--- src/rtl/regfile_pkg.sv ---
// rtl/regfile_pkg.sv - shared widths, write-back entry type and x0 constant for the register-file writer
package regfile_pkg;

    localparam int DEFAULT_ADDRESS_WIDTH = 5;
    localparam int DEFAULT_DATA_WIDTH    = 32;

    // Register x0 is hard-wired to zero; writes to it are dropped.
    localparam logic [DEFAULT_ADDRESS_WIDTH-1:0] REG_ZERO = '0;

    typedef struct packed {
        logic [DEFAULT_ADDRESS_WIDTH-1:0] rd;
        logic [DEFAULT_DATA_WIDTH-1:0]    data;
    } wb_entry_t;

endpackage

--- src/rtl/regfile_writer_fwd_search.sv ---
// rtl/regfile_writer_fwd_search.sv - youngest-match priority search over pending register writes
module wb_fwd_search
    import regfile_pkg::*;
#(
    parameter int ADDRESS_WIDTH = DEFAULT_ADDRESS_WIDTH,
    parameter int DATA_WIDTH    = DEFAULT_DATA_WIDTH,
    parameter int ENTRIES       = 5
) (
    input  logic [ENTRIES-1:0]               valid,
    input  logic [ENTRIES*ADDRESS_WIDTH-1:0] rd,
    input  logic [ENTRIES*DATA_WIDTH-1:0]    data,
    input  logic [ADDRESS_WIDTH-1:0]         q_ad,
    output logic                             hit,
    output logic [DATA_WIDTH-1:0]            hit_data
);

    // Entries are ordered oldest (index 0) to youngest; a later match overrides an earlier one.
    always_comb begin
        hit      = 1'b0;
        hit_data = '0;
        if (q_ad != ADDRESS_WIDTH'(REG_ZERO)) begin
            for (int i = 0; i < ENTRIES; i++) begin
                if (valid[i] && (rd[i*ADDRESS_WIDTH +: ADDRESS_WIDTH] == q_ad)) begin
                    hit      = 1'b1;
                    hit_data = data[i*DATA_WIDTH +: DATA_WIDTH];
                end
            end
        end
    end

endmodule

--- src/rtl/regfile_writer.sv ---
// rtl/regfile_writer.sv - write-back queue owning the register-file write port; forwarding under REGFILE_WRITER_FWD_EN
module regfile_writer
    import regfile_pkg::*;
#(
    parameter int ADDRESS_WIDTH = DEFAULT_ADDRESS_WIDTH,
    parameter int DATA_WIDTH    = DEFAULT_DATA_WIDTH,
    parameter int DEPTH         = 4
) (
    input  logic                       clk,
    input  logic                       rst_n,
    input  logic                       alu_valid,
    output logic                       alu_ready,
    input  logic [ADDRESS_WIDTH-1:0]   alu_rd,
    input  logic [DATA_WIDTH-1:0]      alu_data,
    input  logic                       mem_valid,
    output logic                       mem_ready,
    input  logic [ADDRESS_WIDTH-1:0]   mem_rd,
    input  logic [DATA_WIDTH-1:0]      mem_data,
    output logic                       we3,
    output logic [ADDRESS_WIDTH-1:0]   ad3,
    output logic [DATA_WIDTH-1:0]      wd3,
    input  logic [ADDRESS_WIDTH-1:0]   q_ad1,
    input  logic [ADDRESS_WIDTH-1:0]   q_ad2,
    output logic                       fwd1_hit,
    output logic                       fwd2_hit,
    output logic [DATA_WIDTH-1:0]      fwd1_data,
    output logic [DATA_WIDTH-1:0]      fwd2_data,
    output logic [$clog2(DEPTH):0]     count
);

    localparam int PTR_W = $clog2(DEPTH);
    localparam int CNT_W = PTR_W + 1;

    logic [ADDRESS_WIDTH-1:0] rd_q   [DEPTH];
    logic [DATA_WIDTH-1:0]    data_q [DEPTH];
    logic [PTR_W-1:0]         rd_ptr;
    logic [PTR_W-1:0]         wr_ptr;
    logic [PTR_W-1:0]         mem_slot;
    logic [CNT_W-1:0]         free;
    logic [CNT_W-1:0]         count_next;
    logic                     pop;
    logic                     alu_req;
    logic                     alu_push;
    logic                     mem_push;

    // The head leaves during the same edge, so its slot already counts as free for incoming results.
    assign pop       = (count != '0);
    assign free      = CNT_W'(DEPTH) - count + CNT_W'(pop);
    assign alu_req   = alu_valid && (alu_rd != ADDRESS_WIDTH'(REG_ZERO));
    assign alu_ready = (free >= CNT_W'(1));
    assign mem_ready = (free >= (CNT_W'(1) + CNT_W'(alu_req)));

    // x0 results complete the handshake but never occupy a slot.
    assign alu_push   = alu_req && alu_ready;
    assign mem_push   = mem_valid && mem_ready && (mem_rd != ADDRESS_WIDTH'(REG_ZERO));
    assign mem_slot   = wr_ptr + PTR_W'(alu_push);
    assign count_next = count + CNT_W'(alu_push) + CNT_W'(mem_push) - CNT_W'(pop);

    // Queue storage: ALU result takes the tail slot, a same-cycle load result the one after it.
    always_ff @(posedge clk) begin
        if (alu_push) begin
            rd_q[wr_ptr]   <= alu_rd;
            data_q[wr_ptr] <= alu_data;
        end
        if (mem_push) begin
            rd_q[mem_slot]   <= mem_rd;
            data_q[mem_slot] <= mem_data;
        end
    end

    // Pointer and occupancy bookkeeping; reset discards everything queued.
    always_ff @(posedge clk or negedge rst_n) begin
        if (!rst_n) begin
            rd_ptr <= '0;
            wr_ptr <= '0;
            count  <= '0;
        end else begin
            if (pop) begin
                rd_ptr <= rd_ptr + PTR_W'(1);
            end
            wr_ptr <= wr_ptr + PTR_W'(alu_push) + PTR_W'(mem_push);
            count  <= count_next;
        end
    end

    // Register-file write port: retire the head each cycle, address/data hold when idle.
    always_ff @(posedge clk or negedge rst_n) begin
        if (!rst_n) begin
            we3 <= 1'b0;
            ad3 <= '0;
            wd3 <= '0;
        end else if (pop) begin
            we3 <= 1'b1;
            ad3 <= rd_q[rd_ptr];
            wd3 <= data_q[rd_ptr];
        end else begin
            we3 <= 1'b0;
        end
    end

`ifdef REGFILE_WRITER_FWD_EN
    localparam int ENTRIES = DEPTH + 1;

    logic [ENTRIES-1:0]               srch_valid;
    logic [ENTRIES*ADDRESS_WIDTH-1:0] srch_rd;
    logic [ENTRIES*DATA_WIDTH-1:0]    srch_data;

    // Flatten pending writes oldest-first: output register, then queue from head to tail.
    always_comb begin
        logic [PTR_W-1:0] slot;
        slot                       = rd_ptr;
        srch_valid                 = '0;
        srch_rd                    = '0;
        srch_data                  = '0;
        srch_valid[0]              = we3;
        srch_rd[0 +: ADDRESS_WIDTH] = ad3;
        srch_data[0 +: DATA_WIDTH] = wd3;
        for (int i = 0; i < DEPTH; i++) begin
            slot                                     = rd_ptr + PTR_W'(i);
            srch_valid[i+1]                          = (CNT_W'(i) < count);
            srch_rd[(i+1)*ADDRESS_WIDTH +: ADDRESS_WIDTH] = rd_q[slot];
            srch_data[(i+1)*DATA_WIDTH +: DATA_WIDTH]     = data_q[slot];
        end
    end

    wb_fwd_search #(
        .ADDRESS_WIDTH (ADDRESS_WIDTH),
        .DATA_WIDTH    (DATA_WIDTH),
        .ENTRIES       (ENTRIES)
    ) u_fwd1 (
        .valid    (srch_valid),
        .rd       (srch_rd),
        .data     (srch_data),
        .q_ad     (q_ad1),
        .hit      (fwd1_hit),
        .hit_data (fwd1_data)
    );

    wb_fwd_search #(
        .ADDRESS_WIDTH (ADDRESS_WIDTH),
        .DATA_WIDTH    (DATA_WIDTH),
        .ENTRIES       (ENTRIES)
    ) u_fwd2 (
        .valid    (srch_valid),
        .rd       (srch_rd),
        .data     (srch_data),
        .q_ad     (q_ad2),
        .hit      (fwd2_hit),
        .hit_data (fwd2_data)
    );
`else
    // Without forwarding, decode stalls on pending writes and the lookup ports are ignored.
    logic unused_lookup;
    assign unused_lookup = ^{q_ad1, q_ad2};
    assign fwd1_hit      = 1'b0;
    assign fwd2_hit      = 1'b0;
    assign fwd1_data     = '0;
    assign fwd2_data     = '0;
`endif

endmodule
--- config.mk ---
export PLATFORM = sky130hd
export DESIGN_NAME = regfile_writer
export DESIGN_NICKNAME = d
export VERILOG_FILES = /design/src/rtl/regfile_pkg.sv /design/src/rtl/regfile_writer_fwd_search.sv /design/src/rtl/regfile_writer.sv
export SDC_FILE = /design/constraint.sdc
export NUM_CORES = 1
export LEC_CHECK = 0
export ABC_AREA = 1
export BUFFER_PORTS_ARGS = -buffer_cell sky130_fd_sc_hd__buf_4
export CORE_MARGIN = 2
export CORE_UTILIZATION = 50
export CTS_BUF_LIST = sky130_fd_sc_hd__clkbuf_16
export DETAILED_ROUTE_END_ITERATION = 16
export GPL_TIMING_DRIVEN = 0
export PLACE_DENSITY = 0.82
export SLEW_MARGIN = 10
export SYNTH_ARGS = -nofsm -noshare
export SYNTH_HDL_FRONTEND = slang
export SYNTH_SLANG_ARGS = --single-unit
--- constraint.sdc ---
create_clock -name clk -period 4.52 [get_ports clk]
set_input_delay 0.226 -clock clk [delete_from_list [all_inputs] [get_ports clk]]
set_output_delay 0.226 -clock clk [all_outputs]
set_load 0.01 [all_outputs]
After elaboration in Yosys (flattened, before gate mapping)
Memories as Yosys holds them, arrays and structs flattened. A register that Yosys moved wholly into a read port is not among the register bits.
Index checks and enable logic that the tools add are counted.
- register bits: 8
- memories kept: 2
- memory bits (writable): 148
- output and inout port bits: 109
- bits in latches: 0
- ROM bits: 0
- memories (memory ; depth ; bits a word ; rd ports ; clocked after Yosys merged registers in ; write ports ; line ; text):
    data_q ; 4 ; 32 ; 1 ; 1 ; 2 ; regfile_writer.sv:35 ; logic [DATA_WIDTH-1:0] data_q [DEPTH];
    rd_q ; 4 ; 5 ; 1 ; 1 ; 2 ; regfile_writer.sv:34 ; logic [ADDRESS_WIDTH-1:0] rd_q [DEPTH];
- shift-type cells: 0
- reduce and logical (&&, ||, !) cells: 9
- $lt $le $gt $ge: 2
- equal/unequal tests: 0
- multiply operators: 0
- $add $sub $neg: 9
- div/mod/pow operators: 0
- mux-type cells: 5
- bitwise operators: 0
- operator list (cell ; number):
    nonzero test 5 bit ; 2
    adder 3 x 1 -> 3 bit ; 3
    2-to-1 mux 1 bit ; 5
    adder 2 x 1 -> 2 bit ; 2
    logical AND 1 bit ; 4
    greater-or-equal comparator 3 x 1 -> 1 bit, second input constant ; 1
    greater-or-equal comparator 3 x 2 -> 1 bit ; 1
    nonzero test 3 bit ; 1
    subtractor 3 x 1 -> 3 bit ; 1
    subtractor 3 bit, first input constant ; 1
    adder 1 x 1 -> 2 bit, first input constant ; 1
    adder 2 x 1 -> 2 bit, second input constant ; 1
    logical NOT 1 bit ; 2

Depth between registers and ports, before layout
Gate-level depths: netlist of the first run.
- word-level depth: 8
- mapped depth: 23

Worst setup path before layout of the first run
OpenSTA, ideal clock, no wires.
- kind: reg-to-reg
- from: reg count[1]
- to: mem data_q[0][0] (netlist bit) (enable)
- slack: -0.438 ns
- arrival: 4.475 ns
- cell stages (with the launch flop): 12
- clock period less this slack: 4.958 ns
- path through: dfrtp_1 nor2_1 nand2_1 inv_1 clkbuf_1 ha_1 inv_1 ha_1 inv_1 nand3_1 nand3_1 o21ai_0
- RTL lines (what ; line ; text):
    start, declared ; regfile_writer.sv:28 ; output logic [$clog2(DEPTH):0] count
    start signal, assigned ; regfile_writer.sv:82 ; count <= count_next;
    end, declared ; regfile_writer.sv:35 ;

==> results.sh, run 1 <==
export IMPL_num_vias=9940
export IMPL_ir_worst_vdd_v=0.0004945
export IMPL_clock_skew_ns=0.009675
export IMPL_cts_num_sinks=193
export IMPL_yosys_area_top_type="edfxtp_1"
export IMPL_syn2layout_area_growth_pct=21.77
export IMPL_multi_input_area_sq_um=4130
export IMPL_cts_tree="done"
export IMPL_ys_seq_area_share_pct=52.73
export IMPL_slowest_stage="dfrtp_1"
export IMPL_arrival_ns=4.35
export IMPL_fillers=1722
export IMPL_antenna_found_initial=0
export IMPL_synth_top_area_share_pct=42.07
export IMPL_avgSynthCellArea_sq_um=8.695
export IMPL_crit_fanout=19
export IMPL_initial_core_util_pct=50.57
export IMPL_clkTransAtPathRegs_ns=0.07
export IMPL_hold_viol=0
export IMPL_initialDrtViolationCount=1573
export IMPL_drive_gt1_share_pct=22.10
export IMPL_grt_usage_pct=29.78
export IMPL_clock_tree_root_cell="clkbuf_16"
export IMPL_insertedDiodeCount=0
export IMPL_met2_usage_pct=47.43
export IMPL_maxCapViolations=0
export IMPL_cp_data_required_time_ns=4.67
export IMPL_finalSetupViolCount=0
export IMPL_finalCritPeriodShare_pct=92.77
export IMPL_dp_hpwl_um=22130
export IMPL_place_gp_congestion=0.8865
export IMPL_slew_violations=0
export IMPL_status="completed"
export IMPL_use_met3_pct=5.719
export IMPL_overflow=0
export IMPL_worstSetupEndpointType="register"
export IMPL_cp_cell_sequence="nor2_1 -> nand2_1 -> clkinvlp_4 -> ha_1 -> inv_1 -> ha_1 -> inv_1 -> nand2_1 -> nand2_1 -> nand3_1 -> nand3_2 -> inv_1 -> ha_1 -> inv_1 -> nand2_1 -> nand2_4 -> nor2_4 -> nand3_1 -> buf_4 -> buf_4 -> o21ai_4 -> buf_16"
export IMPL_syn_inst=1215
export IMPL_cts_buffers=17
export IMPL_yosysWarnings=0
export IMPL_num_rows=53
export IMPL_leakage_nw=5.893
export IMPL_critical_path_max_stage_delay_ns=0.43
export IMPL_fmax_mhz=238.5
export IMPL_seq_area_sq_um=5570
export IMPL_synthTopCellsByArea="edfxtp_1 (42%), nand2_1 (11%), dfrtp_1 (11%), nand4_1 (8.8%), nor2_1 (8.0%)"
export IMPL_finish_utilization_pct=61.58
export IMPL_nets=1523
export IMPL_grt_util_met1_pct=38.23
export IMPL_antenna_left=0
export IMPL_min_period_ns=4.193
export IMPL_h_tree_depth=4
export IMPL_die_w_um=149.4
export IMPL_cts_buffer_depth=2
export IMPL_crit_family="buffers and inverters"
export IMPL_final_cell_mix="nand2_1 (317), nor2_1 (226), buf_4 (198), nand4_1 (148), edfxtp_1 (148)"
export IMPL_via_per_inst=5.799
export IMPL_drc=0
export IMPL_clk_latency_ns=0.45
export IMPL_port_buffers=120
export IMPL_layout_commonest_cell="nand2_1"
export IMPL_wl_um=32750
export IMPL_core_area_sq_um=20890
export IMPL_postLayoutCellArea_sq_um=12860
export IMPL_grt_busiest_layer="met2"
export IMPL_firstDrtPassIters=9
export IMPL_tightest_slew_ns=0.8720
export IMPL_startpoint_type="register"
export IMPL_rsz0062_at_grt="false"
export IMPL_grt_max_degree=46
export IMPL_p_per_area_nw_per_um2=794.7
export IMPL_criticalPathCategory="register to register"
export IMPL_slew_headroom_pct=41.65
export IMPL_dieArea_sq_um=22310
export IMPL_hold_path_class="input port to register"
export IMPL_synth_seq_cells=193
export IMPL_first_global_vias=9489
export IMPL_io_pin_count=197
export IMPL_crit_buf_inv=8
export IMPL_ys_types=28
export IMPL_die_height_um=149.4
export IMPL_post_dp_cell_area_sq_um=12210
export IMPL_post_drt_wl_per_cell_um=19.10
export IMPL_syn_cell_area_sq_um=10560
export IMPL_grt_pass1_wl_um=50430
flip-flops by register name, indices dropped and copies added (netlist names):
name and flops:
ad3 5, data_q 128, count 3, wr_ptr 2, we3 1, rd_q 20
rd_ptr 2, wd3 32
worst reg2reg max path: cells and delay by family (launching register included):
kind                       cells  cell delay, ns
buffers and inverters          8            1.27
and+or+nand+nor               10            1.22
adders and majority gates      3            0.63
DFF                            1            0.43
AOI/OAI and AO/OA              1            0.33
final timing paths:
path	from	endpoint	slack [ns]	cells past startpoint
setup / recovery	count[0]	data_q[0][23]	0.33	22
setup reg to reg	count[0]	data_q[0][23]	0.33	22
min in group asynchronous	rst_n	ad3[0]	0.36	2
hold / removal	alu_data[22]	data_q[3][22]	0.07	3
max in group asynchronous	rst_n	wd3[12]	3.66	2
hold reg to reg	wd3[23]	wd3[23]	0.53	2
logic make-up (layout without fill, tap and decap cells):
kind of cell / Yosys count / after routing / share of synthesized area, %
flip-flops: 193 / 193 / 52.73
AO/OA/AOI/OAI: 115 / 115 / 5.448
AND/OR/NAND/NOR: 708 / 708 / 29.28
buffers and inverters: 184 / 343 / 10.96
other: 1 / 66 / 0.03550
adder cells (fa/ha/maj): 9 / 9 / 1.137
XOR/XNOR: 5 / 5 / 0.4146
per-layer routing:
| metal | share of wire [%] | up-vias |
|---|---|---|
| met5 | 0 | - |
| met4 | 4.6 | 0 |
| met3 | 12 | 142 |
| met2 | 48 | 811 |
| met1 | 35 | 4549 |
| li1 | - | 4438 |
area by class of cell:
cell class | instances | share of cell area (%)
Buffer | 162 | 8.336
Clock buffer | 17 | 3.307
Clock inverter | 15 | 1.498
Inverter | 21 | 0.6614
Multi-Input combinational cell | 903 | 32.11
Sequential cell | 193 | 43.30
Tap cell | 275 | 2.675
Timing Repair Buffer | 128 | 8.112
stage by stage:
stage                     TNS [ns]  setup slack (ns)  total power, mW  std cells  hold slack (ns)
after global placement     -363.71            -2.984            8.182       1675           0.3149
final                            0            0.3270            10.22       1714          0.06772
after detailed placement    -12.03           -0.2109            8.454       1679           0.3237
after floorplan             -48.57           -0.4375            6.531       1280         -0.06959
after CTS                        0           0.03544            10.05       1711          0.06089
after global routing             0           0.07230            10.78       1714          0.07210
cells in the mapped netlist (all sizes together):
library cell,count
nand3,9
nand2,320
edfxtp,148
nand4,148
inv,21
a21oi,37
ha,8
clkbuf,20
nor3,1
nor2,230
xnor2,2
o21ai,78
conb,1
dfrtp,45
xor2,3
buf,143
fa,1
timing repair:
item | in CTS | in global routing
setup endpoints to repair | 112 | 148
endpoints found under the hold margin | 45 | 0
resized for setup | 1 | 1
gates cloned | 0 | 0
hold buffers | 1 | 0
setup buffers | 0 | 3
power by group:
group	switching, mW	total (mW)	leakage (nW)	internal (mW)
Combinational	3.53	5.25	3.68	1.72
Sequential	0.293	3.36	1.90	3.07
Clock	0.682	1.61	0.308	0.923
Total	4.51	10.2	5.89	5.71
Power figures use the tool's default switching activity.
==> run 2, diff against run 1 <==
==> constraint.sdc (replaced) <==
create_clock -name clk -period 4.52 [get_ports clk]
set_input_delay 1.356 -clock clk [delete_from_list [all_inputs] [get_ports clk]]
set_output_delay 1.356 -clock clk [all_outputs]
set_load 0.01 [all_outputs]
==> results.sh, run 2 (synthesis results as in run 1) <==
export IMPL_cts_hold_buf=0
export IMPL_grt_usage_pct=29.83
export IMPL_initialDrtViolationCount=1732
export IMPL_cp_data_required_time_ns=3.16
export IMPL_hold_start="wd3[23]"
export IMPL_h_tree_depth=4
export IMPL_status="completed"
export IMPL_wl_um=32590
export IMPL_criticalPathCategory="register to output port"
export IMPL_r2r_start="count[0]"
export IMPL_drive_gt1_share_pct=22.01
export IMPL_arrival_ns=3.00
export IMPL_crit_buf_inv=5
export IMPL_finalSetupViolCount=0
export IMPL_cts_buffers=17
export IMPL_io_pin_count=197
export IMPL_die_height_um=149.4
export IMPL_layout_commonest_cell="nand2_1"
export IMPL_syn2layout_area_growth_pct=21.53
export IMPL_nets=1520
export IMPL_crit_family="buffers and inverters"
export IMPL_drc=0
export IMPL_largest_register_ff_count=128
export IMPL_slowest_stage="dfrtp_1"
export IMPL_r2r_slack_ns=0.37
export IMPL_critical_path_max_stage_delay_ns=0.43
export IMPL_postLayoutCellArea_sq_um=12840
export IMPL_dp_hpwl_um=22130
export IMPL_rsz0062_at_grt="false"
export IMPL_ir_worst_vdd_v=0.0004955
export IMPL_hold_path_class="register to register"
export IMPL_seq_area_sq_um=5570
export IMPL_dieArea_sq_um=22310
export IMPL_fillers=1723
export IMPL_place_gp_congestion=0.8865
export IMPL_cts_buffer_depth=2
export IMPL_worstSetupEndpointType="output port"
export IMPL_slew_violations=0
export IMPL_post_drt_wl_per_cell_um=19.05
export IMPL_crit_fanout=10
export IMPL_clock_tree_root_cell="clkbuf_16"
export IMPL_combPwrFrac_pct=51.4
export IMPL_multi_input_area_sq_um=4130
export IMPL_grt_max_degree=46
export IMPL_num_rows=53
export IMPL_insertedDiodeCount=0
export IMPL_post_dp_cell_area_sq_um=12210
export IMPL_antenna_left=0
export IMPL_fin_worst_hold_slack_ns=0.5281
export IMPL_first_global_vias=9479
export IMPL_final_cell_mix="nand2_1 (317), nor2_1 (226), buf_4 (196), nand4_1 (148), edfxtp_1 (148)"
export IMPL_initial_core_util_pct=50.57
export IMPL_fmax_mhz=229.6
export IMPL_leakage_nw=5.878
export IMPL_p_int_mw=5.705
export IMPL_p_sw_share_pct=44.08
export IMPL_overflow=0
export IMPL_hold_viol=0
export IMPL_slew_headroom_pct=41.68
export IMPL_cts_tree="done"
export IMPL_core_area_sq_um=20890
export IMPL_clk_latency_ns=0.45
export IMPL_seqPwrFrac_pct=32.9
export IMPL_largest_register="data_q"
export IMPL_pwr_share_clk_pct=15.7
export IMPL_path_common_cell="ha_1"
export IMPL_cts_num_sinks=193
export IMPL_port_buffers=120
export IMPL_p_sw_mw=4.497
export IMPL_via_per_inst=5.743
export IMPL_clkTransAtPathRegs_ns=0.07
export IMPL_cp_cell_sequence="nor2_1 -> nand2_1 -> clkinvlp_4 -> ha_1 -> inv_1 -> ha_1 -> ha_1 -> nand2_1 -> nand3_2 -> buf_6 -> buf_2 -> buf_4"
export IMPL_grt_pass1_wl_um=50530
export IMPL_clock_skew_ns=0.009112
export IMPL_die_w_um=149.4
export IMPL_finalCritPeriodShare_pct=96.37
export IMPL_tightest_slew_ns=0.8715
export IMPL_num_vias=9826
export IMPL_critPathLaunch="count[0]"
export IMPL_reg_top3="data_q x128, wd3 x32, rd_q x20"
export IMPL_maxCapViolations=0
export IMPL_min_period_ns=4.356
export IMPL_startpoint_type="register"
export IMPL_firstDrtPassIters=8
export IMPL_p_per_area_nw_per_um2=794.6
export IMPL_antenna_found_initial=0
## run 2: cell count changes in the layout (fill, tap and decap cells not counted), sizes merged
| cell | previous run | this run |
|---|---|---|
| dlygate4sd3 | 1 | 0 |
| buf | 270 | 268 |
## run 2: final cells by class
cell class | count | share of cell area, %
clock buffers | 17 | 3.314
multi-input cells | 903 | 32.17
repair buffers | 125 | 7.933
flip-flops and latches | 193 | 43.39
clock inverters | 15 | 1.501
inverters | 21 | 0.6627
plain buffers | 162 | 8.352
well taps | 275 | 2.680
## run 2: worst paths after layout
kind / end / cells after the start
max: mem_ready / 12
min: wd3[23] / 2
max reg2reg: data_q[0][26] / 22
min reg2reg: wd3[23] / 2
max in group asynchronous: wd3[14] / 1
min in group asynchronous: ad3[0] / 1
## run 2: worst min-delay path: stages, from the launching register on
cell	delay, ns
dfrtp_1	0.34
nor2_1	0.05
a21oi_1	0.10
## run 2: layer usage
metal / vias to the layer above / routed length, um / share of wire [%] / track usage (%)
met3: 161 / 4004 / 12 / 6.453
met4: 0 / 1640 / 5.0 / 16.10
met5: - / 0 / 0 / 0
li1: 4436 / - / - / -
met1: 4447 / 11520 / 35 / 38.05
met2: 782 / 15430 / 47 / 47.61
## run 2: per-stage QoR
step	power (mW)	setup TNS (ns)	util [%]	instances	setup WS, ns
floorplan	6.531	-48.57	-	1280	-0.4375
global placement	8.182	-363.71	57.70	1675	-2.984
detailed placement	8.454	-12.03	58.44	1679	-0.2109
CTS	10.06	0	61.44	1711	0.2045
global route	10.77	0	61.46	1711	0.02913
finish	10.20	0	61.46	1711	0.1641
## run 2: power by group through the flow
stage / clock [mW] / combinational (mW) / sequential, mW
after floorplan: 0 / 3.06 / 3.47
after global placement: 0 / 4.71 / 3.48
after detailed placement: 0 / 5.06 / 3.39
after CTS: 1.60 / 5.10 / 3.36
after global routing: 1.67 / 5.67 / 3.43
final: 1.60 / 5.24 / 3.36
## run 2: what timing repair did
item,CTS,global route
buffers inserted,1,0
resized for setup,1,1
setup endpoints to repair,113,58
==> run 3, diff against run 2 <==
--- a/config.mk
+++ b/config.mk
@@ -5,11 +5,9 @@
 export SDC_FILE = /design/constraint.sdc
 export NUM_CORES = 1
 export LEC_CHECK = 0
-export ABC_AREA = 1
 export BUFFER_PORTS_ARGS = -buffer_cell sky130_fd_sc_hd__buf_4
 export CORE_MARGIN = 2
 export CORE_UTILIZATION = 50
-export CTS_BUF_LIST = sky130_fd_sc_hd__clkbuf_16
 export DETAILED_ROUTE_END_ITERATION = 16
 export GPL_TIMING_DRIVEN = 0
 export PLACE_DENSITY = 0.82
==> results.sh, run 3 <==
export IMPL_ys_seq_area_share_pct=56.18
export IMPL_finalCritPeriodShare_pct=99.19
export IMPL_min_period_ns=4.483
export IMPL_num_vias=5622
export IMPL_finalSetupViolCount=0
export IMPL_postLayoutCellArea_sq_um=12290
export IMPL_r2r_start="count[2]"
export IMPL_setup_ws_ns=0.03662
export IMPL_initial_core_util_pct=50.94
export IMPL_num_rows=51
export IMPL_ys_types=31
export IMPL_initialDrtViolationCount=297
export IMPL_crit_fanout=5
export IMPL_insertedDiodeCount=0
export IMPL_p_total_mw=9.016
export IMPL_die_w_um=144.8
export IMPL_core_area_sq_um=19460
export IMPL_synth_common_cells="edfxtp_1 (148), nand2_1 (115), mux2_4 (76)"
export IMPL_finish_utilization_pct=63.16
export IMPL_grt_max_degree=46
export IMPL_placed_cells=1094
export IMPL_via_per_inst=4.958
export IMPL_nets=953
export IMPL_slew_violations=0
export IMPL_grt_usage_pct=21.11
export IMPL_startpoint_type="input port"
export IMPL_ir_worst_vdd_v=0.0004579
export IMPL_yosys_most_used_dff="edfxtp_1"
export IMPL_arrival_ns=3.13
export IMPL_hold_path_class="register to register"
export IMPL_dp_slack_ns=-0.7769
export IMPL_worstSetupEndpointType="output port"
export IMPL_cts_num_sinks=193
export IMPL_synth_seq_cells=193
export IMPL_clock_skew_ns=0.01471
export IMPL_synth_most_common_cell="edfxtp_1"
export IMPL_hold_viol=0
export IMPL_syn2layout_area_growth_pct=23.98
export IMPL_syn_inst=639
export IMPL_synth_edf_count=148
export IMPL_largest_register="data_q"
export IMPL_post_drt_wl_per_cell_um=18.80
export IMPL_die_height_um=144.8
export IMPL_avgSynthCellArea_sq_um=15.52
export IMPL_port_buffers=120
export IMPL_slew_headroom_pct=36.05
export IMPL_tightest_slew_ns=0.9593
export IMPL_overflow=0
export IMPL_dp_hpwl_um=14210
export IMPL_syn_cell_area_sq_um=9915
export IMPL_drc=0
export IMPL_maxCapViolations=0
export IMPL_clkTransAtPathRegs_ns=0.06
export IMPL_status="completed"
export IMPL_hold_start="wd3[31]"
export IMPL_clock_tree_root_cell="clkbuf_16"
export IMPL_fin_setup_tns_ns=0
export IMPL_cts_buffers=17
export IMPL_synthTopCellsByArea="edfxtp_1 (45%), mux2_4 (12%), dfrtp_1 (11%), mux4_2 (8.4%), mux2_2 (8.2%)"
export IMPL_p_per_area_nw_per_um2=733.5
export IMPL_dieArea_sq_um=20970
export IMPL_firstDrtPassIters=4
export IMPL_cts_buffer_depth=2
export IMPL_clk_latency_ns=0.43
export IMPL_grt_pass1_wl_um=31950
export IMPL_yosysWarnings=0
export IMPL_post_dp_cell_area_sq_um=11560
export IMPL_yosys_area_top_type="edfxtp_1"
export IMPL_criticalPathCategory="input port to output port"
export IMPL_layout_commonest_cell="buf_4"
export IMPL_leakage_nw=5.119
export IMPL_synth_top_area_share_pct=44.83
export IMPL_place_gp_congestion=0.7931
export IMPL_wl_um=21320
export IMPL_cp_data_required_time_ns=3.16
export IMPL_antenna_left=0
export IMPL_reg_top3="data_q x128, wd3 x32, rd_q x20"
export IMPL_cts_tree="done"
export IMPL_antenna_found_initial=0
export IMPL_critPathLaunch="alu_rd[1]"
export IMPL_largest_register_ff_count=128
export IMPL_io_pin_count=197
export IMPL_drive_gt1_share_pct=52.59
export IMPL_h_tree_depth=4
export IMPL_final_cell_mix="buf_4 (188), edfxtp_1 (148), nand2_1 (115), mux2_4 (76), mux2_2 (72)"
export IMPL_async_flop_share_pct=23.32
export IMPL_fin_worst_hold_slack_ns=0.4665
export IMPL_first_global_vias=5810
export IMPL_finalNonFillerCells=1134
export IMPL_fmax_mhz=223.0
## run 3: worst max-delay path, stage by stage
cell,delay (ns)
buf_4,0.13
or4_4,0.55
o21ai_4,0.20
ha_4,0.24
nand2b_4,0.15
a211oi_4,0.28
inv_2,0.09
buf_6,0.13
## run 3: area by class of cell
cell class | instances | area, sq um
clock inverter | 14 | 88.84
clock buffer | 18 | 439.2
multi-input combinational | 407 | 3981
tap | 265 | 331.6
buffer | 98 | 718.2
fill | 1422 | 7171
sequential | 193 | 5570
inverter | 7 | 26.28
timing repair buffer | 132 | 1136
## run 3: repair_timing
action | 4_1_cts | 5_1_grt
pin swaps | 2 | 4
hold buffers | 0 | 0
setup buffers | 5 | 2
resized for setup | 11 | 8
setup endpoints to repair | 290 | 132
gates cloned | 1 | 0
## run 3: cell families after synthesis
kind of cell	count (synthesis)	share of synthesized area, %
other	1	0.03782
AO/OA/AOI/OAI	8	0.7193
buffers and inverters	105	7.471
adder cells (fa/ha/maj)	9	1.212
multiplexers	185	28.09
flip-flops	193	56.18
XOR/XNOR	9	0.7951
AND/OR/NAND/NOR	129	5.490
## run 3: where the power goes
part / switching [mW] / total, mW / internal, mW
Combinational: 2.14 / 4.33 / 2.19
Sequential: 0.290 / 3.34 / 3.04
Clock: 0.641 / 1.35 / 0.714
Total: 3.07 / 9.02 / 5.95
## run 3: final timing paths
check / to / slack (ns) / depth (start not counted)
worst max-delay path: mem_ready / 0.04 / 8
worst min-delay path: wd3[31] / 0.47 / 2
worst max register to register: data_q[0][19] / 0.20 / 16
worst min register to register: wd3[31] / 0.47 / 2
max in group asynchronous: wd3[2] / 3.08 / 1
min in group asynchronous: wd3[23] / 0.95 / 1
## run 3: metal layers
metal | vias up | routed length, um | global-route usage [%]
li1 | 2653 | - | -
met1 | 2737 | 8258 | 23.81
met2 | 198 | 11260 | 38.03
met3 | 34 | 1305 | 5.495
met4 | 0 | 500 | 8.636
met5 | - | 0 | 0
